## config.mk

```make
export PLATFORM = sky130hd
export DESIGN_NAME = vscale_htif_pcr_responder
export DESIGN_NICKNAME = d
export VERILOG_FILES = /design/src/rtl/vscale_htif_pcr_responder.sv
export SDC_FILE = /design/constraint.sdc
export NUM_CORES = 1
export LEC_CHECK = 0
export BUFFER_PORTS_ARGS = -buffer_cell sky130_fd_sc_hd__buf_2
export CORE_MARGIN = 4
export CORE_UTILIZATION = 45
export DETAILED_ROUTE_END_ITERATION = 10
export GPL_TIMING_DRIVEN = 0
export HOLD_SLACK_MARGIN = 0.05
export PLACE_DENSITY = 0.72
export REMOVE_ABC_BUFFERS = 1
export SETUP_SLACK_MARGIN = 0.1
export SYNTH_ARGS = -nofsm -noshare
export SYNTH_HDL_FRONTEND = slang
export SYNTH_SLANG_ARGS = --single-unit
```

## constraint.sdc

```tcl
create_clock -name clk -period 2 [get_ports clk]
set_input_delay 0 -clock clk [delete_from_list [all_inputs] [get_ports clk]]
set_output_delay 0 -clock clk [all_outputs]
set_load 0.01 [all_outputs]
```

## src/rtl/vscale_htif_pcr_responder.sv

```systemverilog
// HTIF PCR target-side responder.
// Owns the tohost/fromhost registers, answers one host PCR read/write per
// handshake with exactly one response, and lets the core CSR file write
// tohost and clear fromhost without ever being stalled by host traffic.
module vscale_htif_pcr_responder #(
  parameter int unsigned PCR_WIDTH      = 64,
  parameter logic [11:0] ADDR_TO_HOST   = 12'h780,
  parameter logic [11:0] ADDR_FROM_HOST = 12'h781,
  parameter bit          CLEAR_ON_READ  = 1'b1
) (
  input  logic                 clk,
  input  logic                 reset,
  input  logic                 htif_pcr_req_valid,
  output logic                 htif_pcr_req_ready,
  input  logic                 htif_pcr_req_rw,
  input  logic [11:0]          htif_pcr_req_addr,
  input  logic [PCR_WIDTH-1:0] htif_pcr_req_data,
  output logic                 htif_pcr_resp_valid,
  input  logic                 htif_pcr_resp_ready,
  output logic [PCR_WIDTH-1:0] htif_pcr_resp_data,
  input  logic                 core_tohost_we,
  input  logic [PCR_WIDTH-1:0] core_tohost_wdata,
  input  logic                 core_fromhost_clr,
  output logic [PCR_WIDTH-1:0] tohost,
  output logic [PCR_WIDTH-1:0] fromhost
);

  typedef enum logic {
    IDLE = 1'b0,
    RESP = 1'b1
  } state_e;

  state_e               state_q;
  logic [PCR_WIDTH-1:0] resp_data_q;
  logic [PCR_WIDTH-1:0] tohost_q;
  logic [PCR_WIDTH-1:0] tohost_d;
  logic [PCR_WIDTH-1:0] fromhost_q;
  logic [PCR_WIDTH-1:0] fromhost_d;
  logic [PCR_WIDTH-1:0] rdata;
  logic                 req_ready;
  logic                 accept;
  logic                 hit_to;
  logic                 hit_from;

  // Handshake, address decode, old-value lookup and register next-state.
  always_comb begin
    hit_to    = (htif_pcr_req_addr == ADDR_TO_HOST);
    hit_from  = (htif_pcr_req_addr == ADDR_FROM_HOST);
    // A response being consumed this cycle frees the slot for a new request.
    req_ready = (state_q == IDLE) || htif_pcr_resp_ready;
    accept    = htif_pcr_req_valid && req_ready;

    // Reads and writes both return the pre-update value (swap semantics);
    // unmapped addresses return zero.
    rdata = '0;
    if (hit_to) begin
      rdata = tohost_q;
    end else if (hit_from) begin
      rdata = fromhost_q;
    end

    // Core write is applied last so it overrides host write/read-clear;
    // the host still receives the old value through rdata.
    tohost_d = tohost_q;
    if (accept && hit_to) begin
      if (htif_pcr_req_rw) begin
        tohost_d = htif_pcr_req_data;
      end else if (CLEAR_ON_READ) begin
        tohost_d = '0;
      end
    end
    if (core_tohost_we) begin
      tohost_d = core_tohost_wdata;
    end

    // Host write is applied last so it overrides a same-cycle core clear.
    fromhost_d = fromhost_q;
    if (core_fromhost_clr) begin
      fromhost_d = '0;
    end
    if (accept && hit_from && htif_pcr_req_rw) begin
      fromhost_d = htif_pcr_req_data;
    end
  end

  // Response FSM with registered valid/data; reset drops any pending response.
  always_ff @(posedge clk) begin
    if (!reset) begin
      state_q     <= IDLE;
      resp_data_q <= '0;
    end else begin
      case (state_q)
        IDLE: begin
          if (accept) begin
            state_q     <= RESP;
            resp_data_q <= rdata;
          end
        end
        RESP: begin
          if (accept) begin
            state_q     <= RESP;
            resp_data_q <= rdata;
          end else if (htif_pcr_resp_ready) begin
            state_q <= IDLE;
          end
        end
        default: begin
          state_q <= IDLE;
        end
      endcase
    end
  end

  // tohost/fromhost storage.
  always_ff @(posedge clk) begin
    if (!reset) begin
      tohost_q   <= '0;
      fromhost_q <= '0;
    end else begin
      tohost_q   <= tohost_d;
      fromhost_q <= fromhost_d;
    end
  end

  assign htif_pcr_req_ready  = req_ready;
  assign htif_pcr_resp_valid = (state_q == RESP);
  assign htif_pcr_resp_data  = resp_data_q;
  assign tohost              = tohost_q;
  assign fromhost            = fromhost_q;

endmodule

```

==> flow_metrics.py <==
metrics = {
    "critical_path": {
        "worstPathCellList": "nor2b_2 > inv_2 > and3_2 > nand4_1 > a21oi_1",
        "reg2reg_depth": 5,
        "worstPathRequired_ns": 2.34,
        "endpoint_kind": "register",
        "critical_path_class": "reg -> reg",
        "max_stage_delay_ns": 0.62,
        "crit_arrival_ns": 2.20,
        "rr_startpoint": "htif_pcr_resp_valid",
        "cp-start-kind": "register",
        "cp.depth": 5,
        "crit_buf_inv": 1,
        "cp_top_family": "simple AND/OR/NAND/NOR gates",
        "worst_path_max_delay_cell": "and3_2",
        "cp_max_fo": 17,
        "critPathLaunch": "htif_pcr_resp_valid",
    },
    "routing": {
        "drt-wirelength-per-cell_um": 21.4,
        "vias": 10600,
        "first_pass_iters": 5,
        "drt_drc_violations_left": 0,
        "viasPerCell": 6.28,
        "routed_wl_um": 36100,
        "drt-initial-drc-count": 971,
        "ant_nets": 0,
    },
    "yosys": {
        "synth_warnings": 0,
        "async_flop_share_pct": 0,
        "netlist_area_um2": 8760,
        "yosys_register_bits": 193,
        "yosys-top-cells-area": "dfxtp_1 44%, a21oi_1 7.3%, nand4_1 6.7%",
        "synthCells": 1022,
        "synth.distinct_cells": 28,
        "synth_edf_count": 0,
        "yosysTopAreaCellShare_pct": 44.1,
        "synth_ff_type": "dfxtp_1",
        "synth_top_area_cell": "dfxtp_1",
        "avgSynthCellArea_um2": 8.57,
        "yosysSeqAreaShare_pct": 44.1,
    },
    "flow_run": {
        "cap_violations": 0,
    },
    "sta": {
        "layout_min_cycle_time_ns": 1.86,
        "slew_viol_final": 0,
        "setup_tns_ns": 0,
        "period_share_pct": 93.0,
        "fmax_ghz": 0.538,
        "skew_ns": 0.0172,
        "slew_headroom_pct": 5.01,
        "finalHoldViolations": 0,
        "fin_ws_ns": 0.140,
        "finalSetupViolations": 0,
        "rsz0062_at_grt": "true",
        "worst_slew_pin_slew_ns": 1.42,
    },
    "global_route": {
        "grt_pass1_wl_um": 56200,
        "antenna_found_initial": 1,
        "grt_max_degree": 95,
        "grt_usage_pct": 31.5,
        "grt_pass1_vias": 10400,
        "grt_overflow_total": 0,
    },
    "die": {
        "dieWidth_um": 148,
        "core_um2": 19000,
        "floorplan.io_pins": 341,
        "placementRows": 50,
        "initial_core_util_pct": 46.2,
        "die_area_um2": 21800,
        "die_h_um": 148,
    },
    "layout": {
        "final_nets": 1556,
        "fin_cells": 1685,
        "synthToLayoutAreaGrowth_pct": 44.8,
        "utilization_pct": 66.9,
        "drive_above_1_share_pct": 30.0,
        "fill_cells": 1547,
        "layout_commonest_cell": "buf_2",
        "final_cell_mix": "338 x buf_2, 193 x dfxtp_1, 130 x dlygate4sd3_1",
    },
    "hold_path": {
        "hp-start": "reset",
        "holdPathStages": 4,
        "hp-class": "in -> reg",
    },
    "placed_design": {
        "dp_slack_ns": -0.999,
        "port_buffers": 340,
        "place_congestion": 0.812,
        "post-dp-hpwl_um": 19400,
        "placedCellCount": 1500,
    },
    "pwr": {
        "cellPowerDensity_nw_per_um2": 669,
        "leakage_uw": 0.00514,
        "peakVddDrop_mv": 0.572,
    },
    "clocking": {
        "clk_pin_slew_worst_paths_ns": 0.08,
        "cts_root_buffer": "clkbuf_16",
        "clk_path_buf_depth": 2,
        "htreeDepth": 4,
        "cts.sinks": 193,
        "cts_inserted_buffers": 17,
        "cts_tree": "built",
        "clk_latency_ns": 0.43,
    },
    "run_status": {
        "outcome": "completed",
    },
}
-- metal layers --
metal	global-route usage, %	vias up	wire length (um)
li1	-	4738	-
met1	40.1	5001	13900
met2	51.4	710	17300
met3	5.70	140	3180
met4	15.9	0	1710
met5	0	-	0
-- path summary, 6_finish.rpt --
check	end	slack (ns)
worst max register to register	fromhost[49]	0.14
worst max-delay path	fromhost[49]	0.14
worst min-delay path	tohost[27]	0.14
worst min register to register	htif_pcr_resp_data[46]	0.48
-- cell type report --
class / instances / area (um^2) / share of cell area (%)
inverters: 2 / 12.5 / 0.0986
multi-input cells: 695 / 4380 / 34.5
clock inverters: 13 / 120 / 0.947
clock buffers: 19 / 453 / 3.57
well taps: 260 / 325 / 2.56
flip-flops and latches: 193 / 3860 / 30.5
repair buffers: 500 / 3520 / 27.8
diodes: 3 / 7.51 / 0.0592
-- logic make-up after synthesis --
logic type / synth area share [%]
AO/OA/AOI/OAI: 29.2
buffers and inverters: 7.41
flip-flops: 44.1
AND/OR/NAND/NOR: 19.3
-- timing repair --
action / CTS / global route
hold buffers: 130 / 0
pin swaps: 6 / 0
buffers inserted: 11 / 3
gates cloned: 6 / 0
setup endpoints to repair: 179 / 189
endpoints found under the hold margin: 129 / 0
resized for setup: 7 / 7
-- state kept, by name, summed over array words and instances (netlist names) --
signal	cells
fromhost	64
htif_pcr_resp_data	64
htif_pcr_resp_valid	1
tohost	64
-- cells in the mapped netlist, types with 2 or more instances --
cell type and count:
nand2_1 31, buf_6 5, a211oi_2 4, buf_1 11, nand3_1 94, o21ai_0 64
nand4_1 94, nor2b_1 67, buf_4 16, a22oi_1 35, a211oi_1 66, buf_2 21
clkbuf_1 85, a21oi_1 128, and3_1 2, inv_1 2, and2_1 2, o211ai_1 29
dfxtp_1 193, nor2_1 2, a32oi_1 64
-- stage by stage --
| step | cell area, um^2 | power (uW) | hold WS [ns] |
|---|---|---|---|
| after floorplan | 8120 | 4400 | 0.109 |
| after global placement | 10100 | 4880 | 0.195 |
| after detailed placement | 10600 | 4950 | 0.199 |
| after CTS | 12600 | 8480 | 0.141 |
| after global routing | 12700 | 8760 | 0.137 |
| final | 12700 | 8480 | 0.136 |
-- power breakdown --
| group | leakage [uW] | internal (uW) | total (uW) | switching (uW) |
|---|---|---|---|---|
| Combinational | 0.00328 | 512 | 1170 | 661 |
| Clock | 0.000286 | 1710 | 3320 | 1600 |
| Sequential | 0.00157 | 3930 | 3990 | 69.3 |
-- worst reg2reg max path, stage by stage (launching register included) --
cell and delay [ns]:
dfxtp_1 0.32, nor2b_2 0.18, inv_2 0.24, and3_2 0.62
nand4_1 0.19, a21oi_1 0.23
Power figures use the tool's default switching activity.
